## src/rtl/if_fetch_queue_pkg.sv

```systemverilog
// Shared fetch-path widths, encodings and the IF queue entry layout.
package if_fetch_queue_pkg;

  localparam int unsigned INST_ADDR_W = 32;
  localparam int unsigned INST_W      = 32;

  localparam logic [INST_ADDR_W-1:0] ZERO_WORD = '0;
  localparam logic [INST_W-1:0]      NOP_INST  = '0;

  typedef struct packed {
    logic [INST_ADDR_W-1:0] pc;
    logic [INST_W-1:0]      inst;
  } ifq_entry_t;

endpackage

```

## src/rtl/if_fetch_queue_fifo.sv

```systemverilog
// ifq_fifo: power-of-two circular queue with synchronous clear; an empty queue
// passes a same-cycle push straight through to a same-cycle pop.
module ifq_fifo #(
  parameter  int unsigned DEPTH = 4,
  parameter  int unsigned WIDTH = 32,
  localparam int unsigned PTR_W = $clog2(DEPTH),
  localparam int unsigned CNT_W = $clog2(DEPTH + 1)
) (
  input  logic             clk,
  input  logic             rst_n,
  input  logic             i_clr,
  input  logic             i_push,
  input  logic             i_pop,
  input  logic [WIDTH-1:0] i_wdata,
  output logic [WIDTH-1:0] o_rdata,
  output logic             o_full,
  output logic             o_empty,
  output logic [CNT_W-1:0] o_count
);

  logic [WIDTH-1:0] r_mem [DEPTH];
  logic [PTR_W-1:0] r_wptr;
  logic [PTR_W-1:0] r_rptr;
  logic [CNT_W-1:0] r_count;
  logic             w_do_push;
  logic             w_do_pop;

  assign o_empty   = (r_count == '0);
  assign o_full    = (r_count == CNT_W'(DEPTH));
  assign o_count   = r_count;
  assign o_rdata   = o_empty ? i_wdata : r_mem[r_rptr];
  assign w_do_push = i_push & (~o_full  | i_pop);
  assign w_do_pop  = i_pop  & (~o_empty | i_push);

  // Storage needs no reset; validity is carried by the count.
  always_ff @(posedge clk) begin
    if (w_do_push && !i_clr) begin
      r_mem[r_wptr] <= i_wdata;
    end
  end

  always_ff @(posedge clk or negedge rst_n) begin
    if (!rst_n) begin
      r_wptr  <= '0;
      r_rptr  <= '0;
      r_count <= '0;
    end else if (i_clr) begin
      r_wptr  <= '0;
      r_rptr  <= '0;
      r_count <= '0;
    end else begin
      if (w_do_push) r_wptr <= r_wptr + PTR_W'(1);
      if (w_do_pop)  r_rptr <= r_rptr + PTR_W'(1);
      r_count <= r_count + CNT_W'(w_do_push) - CNT_W'(w_do_pop);
    end
  end

endmodule

```

## src/rtl/if_fetch_queue.sv

```systemverilog
// if_fetch_queue: decoupled instruction fetch queue between the PC stage and IF/ID.
// Optional IFQ_BYPASS_EN lets a response land in IF/ID directly when the queue is empty.
module if_fetch_queue
  import if_fetch_queue_pkg::*;
#(
  parameter int unsigned DEPTH = 4
) (
  input  logic                   clk,
  input  logic                   clr,
  input  logic [INST_ADDR_W-1:0] pc_in,
  input  logic                   pc_ce,
  input  logic                   flush,
  input  logic [5:0]             stall,
  output logic                   imem_req,
  output logic [INST_ADDR_W-1:0] imem_addr,
  input  logic [INST_W-1:0]      imem_rdata,
  input  logic                   imem_valid,
  output logic                   fetch_stall,
  output logic [INST_ADDR_W-1:0] id_pc,
  output logic [INST_W-1:0]      id_inst,
  output logic                   id_valid
);

  localparam int unsigned CNT_W = $clog2(DEPTH + 1);
  localparam int unsigned SUM_W = CNT_W + 1;
  // Repeated flushes against a slow memory can stack several windows of doomed responses.
  localparam int unsigned DSC_W = CNT_W + 2;
  localparam int unsigned ENT_W = $bits(ifq_entry_t);

  logic [CNT_W-1:0]       r_outstanding;
  logic [DSC_W-1:0]       r_discard;
  logic [INST_ADDR_W-1:0] r_id_pc;
  logic [INST_W-1:0]      r_id_inst;
  logic                   r_id_valid;

  logic [CNT_W-1:0]       w_count;
  logic [CNT_W-1:0]       w_tag_count;
  logic                   w_full;
  logic                   w_empty;
  logic                   w_tag_full;
  logic                   w_tag_empty;
  logic [INST_ADDR_W-1:0] w_tag;
  ifq_entry_t             w_head;
  ifq_entry_t             w_resp_entry;
  logic                   w_resp_live;
  logic                   w_push;
  logic                   w_pop;
  logic [DSC_W-1:0]       w_pending;
  logic                   w_unused;

  assign imem_req    = clr & pc_ce & ~flush &
                       ((SUM_W'(w_count) + SUM_W'(r_outstanding)) < SUM_W'(DEPTH));
  assign imem_addr   = pc_in;
  assign fetch_stall = pc_ce & ~imem_req;

  assign w_resp_live  = imem_valid & ~flush & (r_discard == '0);
  assign w_resp_entry = '{pc: w_tag, inst: imem_rdata};
  assign w_push       = w_resp_live;
`ifdef IFQ_BYPASS_EN
  // Empty queue falls through, so the response reaches IF/ID on its arrival edge.
  assign w_pop = ~flush & ~stall[1] & (~w_empty | w_push);
`else
  assign w_pop = ~flush & ~stall[1] & ~w_empty;
`endif

  assign w_pending = DSC_W'(r_outstanding) + r_discard;
  assign w_unused  = ^{stall[5:2], stall[0], w_full, w_tag_full, w_tag_empty, w_tag_count};

  ifq_fifo #(.DEPTH(DEPTH), .WIDTH(ENT_W)) u_entry_fifo (
    .clk     (clk),
    .rst_n   (clr),
    .i_clr   (flush),
    .i_push  (w_push),
    .i_pop   (w_pop),
    .i_wdata (w_resp_entry),
    .o_rdata (w_head),
    .o_full  (w_full),
    .o_empty (w_empty),
    .o_count (w_count)
  );

  ifq_fifo #(.DEPTH(DEPTH), .WIDTH(INST_ADDR_W)) u_tag_fifo (
    .clk     (clk),
    .rst_n   (clr),
    .i_clr   (flush),
    .i_push  (imem_req),
    .i_pop   (w_resp_live),
    .i_wdata (pc_in),
    .o_rdata (w_tag),
    .o_full  (w_tag_full),
    .o_empty (w_tag_empty),
    .o_count (w_tag_count)
  );

  // Live-request and doomed-response accounting; a flush turns every pending response into a discard.
  always_ff @(posedge clk or negedge clr) begin
    if (!clr) begin
      r_outstanding <= '0;
      r_discard     <= '0;
    end else if (flush) begin
      r_outstanding <= '0;
      r_discard     <= w_pending - DSC_W'(imem_valid && (w_pending != '0));
    end else begin
      r_outstanding <= r_outstanding + CNT_W'(imem_req) - CNT_W'(w_resp_live);
      if (imem_valid && (r_discard != '0)) begin
        r_discard <= r_discard - DSC_W'(1);
      end
    end
  end

  always_ff @(posedge clk or negedge clr) begin
    if (!clr) begin
      r_id_pc    <= ZERO_WORD;
      r_id_inst  <= NOP_INST;
      r_id_valid <= 1'b0;
    end else if (flush) begin
      r_id_inst  <= NOP_INST;
      r_id_valid <= 1'b0;
    end else if (!stall[1]) begin
      if (w_pop) begin
        r_id_pc    <= w_head.pc;
        r_id_inst  <= w_head.inst;
        r_id_valid <= 1'b1;
      end else begin
        r_id_pc    <= ZERO_WORD;
        r_id_inst  <= NOP_INST;
        r_id_valid <= 1'b0;
      end
    end
  end

  assign id_pc    = r_id_pc;
  assign id_inst  = r_id_inst;
  assign id_valid = r_id_valid;

endmodule
```

## config.mk

```make
export PLATFORM = sky130hd
export DESIGN_NAME = if_fetch_queue
export DESIGN_NICKNAME = d
export VERILOG_FILES = /design/src/rtl/if_fetch_queue_pkg.sv /design/src/rtl/if_fetch_queue_fifo.sv /design/src/rtl/if_fetch_queue.sv
export SDC_FILE = /design/constraint.sdc
export NUM_CORES = 1
export LEC_CHECK = 0
export CAP_MARGIN = 20
export CORE_MARGIN = 10
export CORE_UTILIZATION = 35
export DETAILED_ROUTE_END_ITERATION = 16
export PLACE_DENSITY = 0.59
export SLEW_MARGIN = 30
export SYNTH_ARGS = -nofsm -noshare
export SYNTH_HDL_FRONTEND = slang
export SYNTH_SLANG_ARGS = --single-unit
```

## constraint.sdc

```tcl
create_clock -name clk -period 9.6 [get_ports clk]
set_input_delay 1.92 -clock clk [delete_from_list [all_inputs] [get_ports clk]]
set_output_delay 1.92 -clock clk [all_outputs]
set_load 0.005 [all_outputs]
```

==> results of run 1 <==
## power by group
part / internal, W / switching (W)
sequential: 0.00235 / 0.000111
clock: 0.00117 / 0.000766
combinational: 0.000435 / 0.000332
## placed cells by master, fill, tap and decap left out, types with 7 or more instances in the layout
| master | count |
|---|---|
| o21ai_0 | 7 |
| a21oi_1 | 8 |
| buf_6 | 7 |
| clkbuf_16 | 51 |
| clkdlybuf4s50_1 | 167 |
| mux2_2 | 34 |
| clkbuf_1 | 13 |
| mux4_2 | 96 |
| ha_1 | 23 |
| inv_1 | 25 |
| edfxtp_1 | 384 |
| nor2_1 | 18 |
| dfrtp_1 | 83 |
| clkinv_1 | 9 |
| a22o_1 | 64 |
## cell usage after synthesis (2+ instances only)
library cell | count | area share (%)
mux2i_1 | 3 | 0.16
nor2b_1 | 5 | 0.17
buf_1 | 3 | 0.061
o21ai_0 | 7 | 0.19
mux4_2 | 96 | 12
buf_2 | 10 | 0.27
clkbuf_1 | 33 | 0.67
nand4_1 | 2 | 0.068
nor3_1 | 4 | 0.11
o211a_1 | 2 | 0.11
dfrtp_1 | 87 | 12
a21oi_1 | 8 | 0.22
fa_1 | 4 | 0.44
nand3_1 | 6 | 0.16
and3_1 | 5 | 0.17
nand2b_1 | 2 | 0.068
buf_4 | 32 | 1.3
edfxtp_1 | 384 | 63
nor2_1 | 19 | 0.39
and2_1 | 5 | 0.17
inv_1 | 25 | 0.51
xnor2_1 | 6 | 0.29
nand2_1 | 3 | 0.061
ha_1 | 23 | 1.6
mux2_2 | 34 | 2.1
or2_2 | 2 | 0.068
xor2_1 | 5 | 0.24
a22o_1 | 64 | 3.1
## through the flow
stage / setup WS, ps / hold WS (ps) / instance area [um^2]
3_5_place_dp: 3740 / 470 / 20700
4_1_cts: 3720 / 483 / 22400
2_1_floorplan: 4620 / 474 / 18400
5_1_grt: 3540 / 504 / 22400
6_report: 3720 / 477 / 22400
3_3_place_gp: 3730 / 463 / 20600
## cell type report
cell class	instances	area, um^2	area share (%)
tap	680	851	3.79
multi-input combinational	326	4190	18.7
antenna	1	2.50	0.0112
clock inverter	25	282	1.26
clock buffer	68	1380	6.15
timing repair buffer	182	1910	8.52
sequential	471	13700	61.2
inverter	26	97.6	0.435
## worst paths after layout
check / endpoint / cells after the start / from
worst max-delay path: imem_req / 6 / flush
worst min-delay path: id_valid$_DFFE_PN0P_ / 1 / id_valid$_DFFE_PN0P_
worst max register to register: u_tag_fifo.o_count[2]$_DFF_PN0_ / 13 / r_discard[1]$_DFFE_PN0P_
worst min register to register: id_valid$_DFFE_PN0P_ / 1 / id_valid$_DFFE_PN0P_
max in group asynchronous: u_tag_fifo.r_rptr[1]$_DFFE_PN0P_ / 2 / clr
min in group asynchronous: id_inst[6]$_DFFE_PN0P_ / 1 / clr
## flip-flops by register name (all words and copies together) (netlist names), 3 cells and up
signal and flops:
r_outstanding 3, u_entry_fifo.r_mem 256, r_discard 5, u_tag_fifo.r_mem 128, u_tag_fifo.o_count 3, id_inst 32, id_pc 32, u_entry_fifo.o_count 3
## per-layer routing
| layer | routed length, um | global-route usage (%) | vias to the layer above |
|---|---|---|---|
| li1 | - | - | 3937 |
| met1 | 17500 | 16.0 | 4703 |
| met2 | 19600 | 21.7 | 193 |
| met3 | 1940 | 2.63 | 63 |
| met4 | 842 | 4.14 | 0 |
| met5 | 0 | 0 | - |
## logic make-up (layout without fill, tap and decap cells)
kind of cell	count (synthesis)	after routing
AO/OA/AOI/OAI	95	95
adder cells (fa/ha/maj)	27	27
buffers and inverters	104	301
flip-flops	471	471
XOR/XNOR	11	11
multiplexers	133	133
AND/OR/NAND/NOR	60	60
other	0	1
==> impl_metrics.ini, run 1 <==
[run_status]
status = complete, no violations

[clock_tree]
cts_made_buffers = 50
clk_latency_ps = 570
clock-sinks = 471
clock_path_buffers = 3
post_cts_buffers = 0
cts_tree = built
htreeDepth = 2
cts_resized = 0
cts.clk_slew.worst_paths_ps = 60
cts_root_buffer = clkbuf_16
cts.hold.buffers_added = 0

[timing]
period_share_pct = 61.2
skew_ps = 14.5
rsz0062_at_grt = no
setup_tns_ps = 0
tightest_slew_ps = 790
relSlewSlack_pct = 47.3
hold_violations = 0
period_needed_ps = 5880
slew_viol_final = 0
setup-violations-final = 0
fmax_ghz = 0.170

[global_route]
grt.overflow.total = 0
antenna_found_initial = 1
grt_pass1_vias = 9768
grt_use_total_pct = 12.7
grt_pass1_wl_um = 61600
grt_max_degree = 70

[pwr]
power_w = 0.00516
power-per-cell-area_nw_per_um2 = 230
vdd_drop_max_mv = 0.128
power.static_leakage_nw = 7.58

[layout]
nFillCells = 4473
post-route-util_pct = 43.5
final_cells = 1779
layout-drive-gt1-share_pct = 21.7
finalNetCount = 1159
area_delta_synth_final_pct = 22.1

[synth]
yosys_warnings = 0
synth_top_family_by_area = multiplexers
ys_ff_latch = 471
postSynthAreaPerCell_um2 = 20.4
synth_nets = 1003
ys_async_sr_fraction_pct = 18.5
synthSimpleGateAreaFrac_pct = 1.76
synth-compound-area-share_pct = 4.25
synth-main-ff-cell = edfxtp_1
yosysSeqAreaShare_pct = 74.6
synth_edf_count = 384
synthAdderAreaFrac_pct = 2.00
syn-cell-area_um2 = 18400
synth_cell_types = 50
synth_cells = 901
synth_xor_area_share_pct = 0.524
yosys-mux-area-fraction_pct = 14.0

[setup_path]
critPathKind = primary input to output pin
crit_buf_inv = 4
start_kind = primary input
r2r_setup_slack_ps = 6270
critPathTopFamily = buffers and inverters
crit_path_max_fanout = 26
slowest_delay_ps = 560
end_kind = output pin
cpMaxStageDelayCell = clkdlybuf4s50_1
worstPathCellList = clkdlybuf4s50_1, buf_4, nor4_1, nand4_1, inv_1, clkdlybuf4s50_1
worst_ep_arrival_time_ps = 3960
path_common_cell = clkdlybuf4s50_1
crit_required_ps = 7680

[drt]
drc = 0
vias_per_cell = 5.00
drt-initial-drc-count = 629
antenna_left = 0
routed_wl_um = 39900
drt-pass1-iter-count = 5
wl_per_cell_um = 22.4
dr_total_vias = 8896

[run]
max_cap_violations = 0

[die]
die_x_um = 249
chipHeight_um = 249
fp.coreArea_um2 = 51600
pin_count = 174
fp-row-count = 83
die_area_um2 = 62100
initial_core_util_pct = 35.6

[placement]
place_inst = 1684
place.port_buffers = 168
gp_congestion = 0.716
place_hpwl_um = 23000

[worst_hold_path]
hp-class = flip-flop to flip-flop
(Power assumes the default switching activity.)
==> run 2: changes to the inputs <==
- clock period: 9.6 -> 6.05 ns (I/O delays scaled with it)
==> run 2 against run 1 <==
  * Utilization shrank 0.21 points
  * Register-to-register slack lost 3500 ps
  * Clock skew grew 16 ps
  * Final area shrank 0.49%
  * Clock power grew 47%
  * Via count shrank 0.60%
  * Sequential power grew 59%
  * Combinational power grew 58%
  * Worst hold slack lost 2.8 ps
  * Largest power group unchanged
==> impl_metrics.ini, run 2 (same netlist as run 1, synthesis figures left out) <==
[layout]
final_common_cell = edfxtp_1
layout-drive-gt1-share_pct = 21.7
area_delta_synth_final_pct = 21.5
post-route-util_pct = 43.2
nFillCells = 4490
finalNetCount = 1161
reg_top3 = u_entry_fifo.r_mem: 256 flops, u_tag_fifo.r_mem: 128 flops
regMostFlops = u_entry_fifo.r_mem
mostFrequentLayoutCells = edfxtp_1, clkdlybuf4s50_1, mux4_2, dfrtp_1, a22o_1
largest_register_ffs = 256

[global_route]
grt_use_total_pct = 12.9
antenna_found_initial = 1
grt_pass1_vias = 9785
grt_max_degree = 69
grt.overflow.total = 0
grt_pass1_wl_um = 62100

[drt]
antenna_left = 0
wl_per_cell_um = 22.6
routed_wl_um = 40300
drc = 0
drt-pass1-iter-count = 4
dr_total_vias = 8843
vias_per_cell = 4.97
drt-initial-drc-count = 591

[clock_tree]
cts.hold.buffers_added = 0
cts_resized = 0
post_cts_buffers = 0
cts_tree = built
cts.clk_slew.worst_paths_ps = 60
cts_made_buffers = 49
cts_root_buffer = clkbuf_16
clock_path_buffers = 3
htreeDepth = 2
clock-sinks = 471
clk_latency_ps = 600

[setup_path]
crit_required_ps = 4840
crit_path_start = flush
start_kind = primary input
cpMaxStageDelayCell = clkdlybuf4s50_1
r2r_setup_slack_ps = 2720
end_kind = output pin
crit_buf_inv = 3
worstPathCellList = clkdlybuf4s50_1, nor4_1, nand4_1, inv_1, clkdlybuf4s50_1
crit_cells = 5
reg2reg_from = r_discard[1]$_DFFE_PN0P_
regToRegEndpoint = u_tag_fifo.o_count[2]$_DFF_PN0_
cp-endpoint = imem_req
critPathTopFamily = buffers and inverters
path_common_cell = clkdlybuf4s50_1
rr_worst_depth = 13
critPathKind = primary input to output pin
crit_path_max_fanout = 13
worst_ep_arrival_time_ps = 3480
slowest_delay_ps = 700

[worst_hold_path]
hp-class = flip-flop to flip-flop

[run]
max_cap_violations = 0

[timing]
skew_ps = 30.9
setup-violations-final = 0
hold_violations = 0
tightest_slew_ps = 957
period_share_pct = 77.5
slew_viol_final = 0
fmax_ghz = 0.213
rsz0062_at_grt = no
period_needed_ps = 4690
relSlewSlack_pct = 36.2
setup_tns_ps = 0

[die]
initial_core_util_pct = 35.6
fp-row-count = 83
die_x_um = 249
die_area_um2 = 62100
pin_count = 174
fp.coreArea_um2 = 51600
chipHeight_um = 249

[pwr]
power.static_leakage_nw = 7.53
power-per-cell-area_nw_per_um2 = 356
vdd_drop_max_mv = 0.208

[placement]
place.port_buffers = 168
gp_congestion = 0.738
place_hpwl_um = 24300

[run_status]
status = complete, no violations
## run 2: cell types whose count changed in the layout (fill, tap and decap cells not counted), moves of 5 or more
cell       before  now
bufinv_16       6    1
buf_6           7    0
buf_4           3    9
clkinv_2        6   11
buf_12          0    6
## run 2: cell type report
class / instances / area, um^2 / area share [%]
Sequential cell: 471 / 13700 / 61.5
Inverter: 26 / 97.6 / 0.437
Tap cell: 680 / 851 / 3.81
Timing Repair Buffer: 185 / 1940 / 8.70
Multi-Input combinational cell: 326 / 4190 / 18.8
Clock inverter: 24 / 199 / 0.891
Antenna cell: 1 / 2.50 / 0.0112
Clock buffer: 67 / 1320 / 5.93
## run 2: how the worst min path moves through the flow
stage                               from  depth (start not counted)  slack, ps              endpoint
detailed placement  id_valid$_DFFE_PN0P_                          1        470  id_valid$_DFFE_PN0P_
global route        id_valid$_DFFE_PN0P_                          1        500  id_valid$_DFFE_PN0P_
global placement    id_valid$_DFFE_PN0P_                          1        460  id_valid$_DFFE_PN0P_
floorplan           id_valid$_DFFE_PN0P_                          1        470  id_valid$_DFFE_PN0P_
CTS                 id_valid$_DFFE_PN0P_                          1        480  id_valid$_DFFE_PN0P_
finish              id_valid$_DFFE_PN0P_                          1        470  id_valid$_DFFE_PN0P_
## run 2: layer usage
layer / global-route usage, % / wire, um / share of wire, % / vias to the layer above
li1: - / - / - / 3940
met1: 16.7 / 17800 / 44 / 4651
met2: 21.2 / 19600 / 49 / 204
met3: 2.80 / 1950 / 4.9 / 48
met4: 4.33 / 850 / 2.1 / 0
met5: 0 / 0 / 0 / -
## run 2: through the flow
stage          setup slack [ps]  hold WS, ps  instance area [um^2]  instances  power, W
2_1_floorplan              1780          474                 18400        901   0.00462
3_3_place_gp               1340          459                 20700       1683   0.00519
3_5_place_dp               1310          467                 20800       1687   0.00523
4_1_cts                    1350          480                 22300       1778   0.00808
5_1_grt                    1110          503                 22300       1780   0.00832
6_report                   1360          474                 22300       1780   0.00796
## run 2: where the power goes
part | internal, W | switching, W | leakage (nW)
Sequential | 0.00373 | 0.000195 | 4.64
Clock | 0.00159 | 0.00124 | 0.746
Combinational | 0.000690 | 0.000517 | 2.15
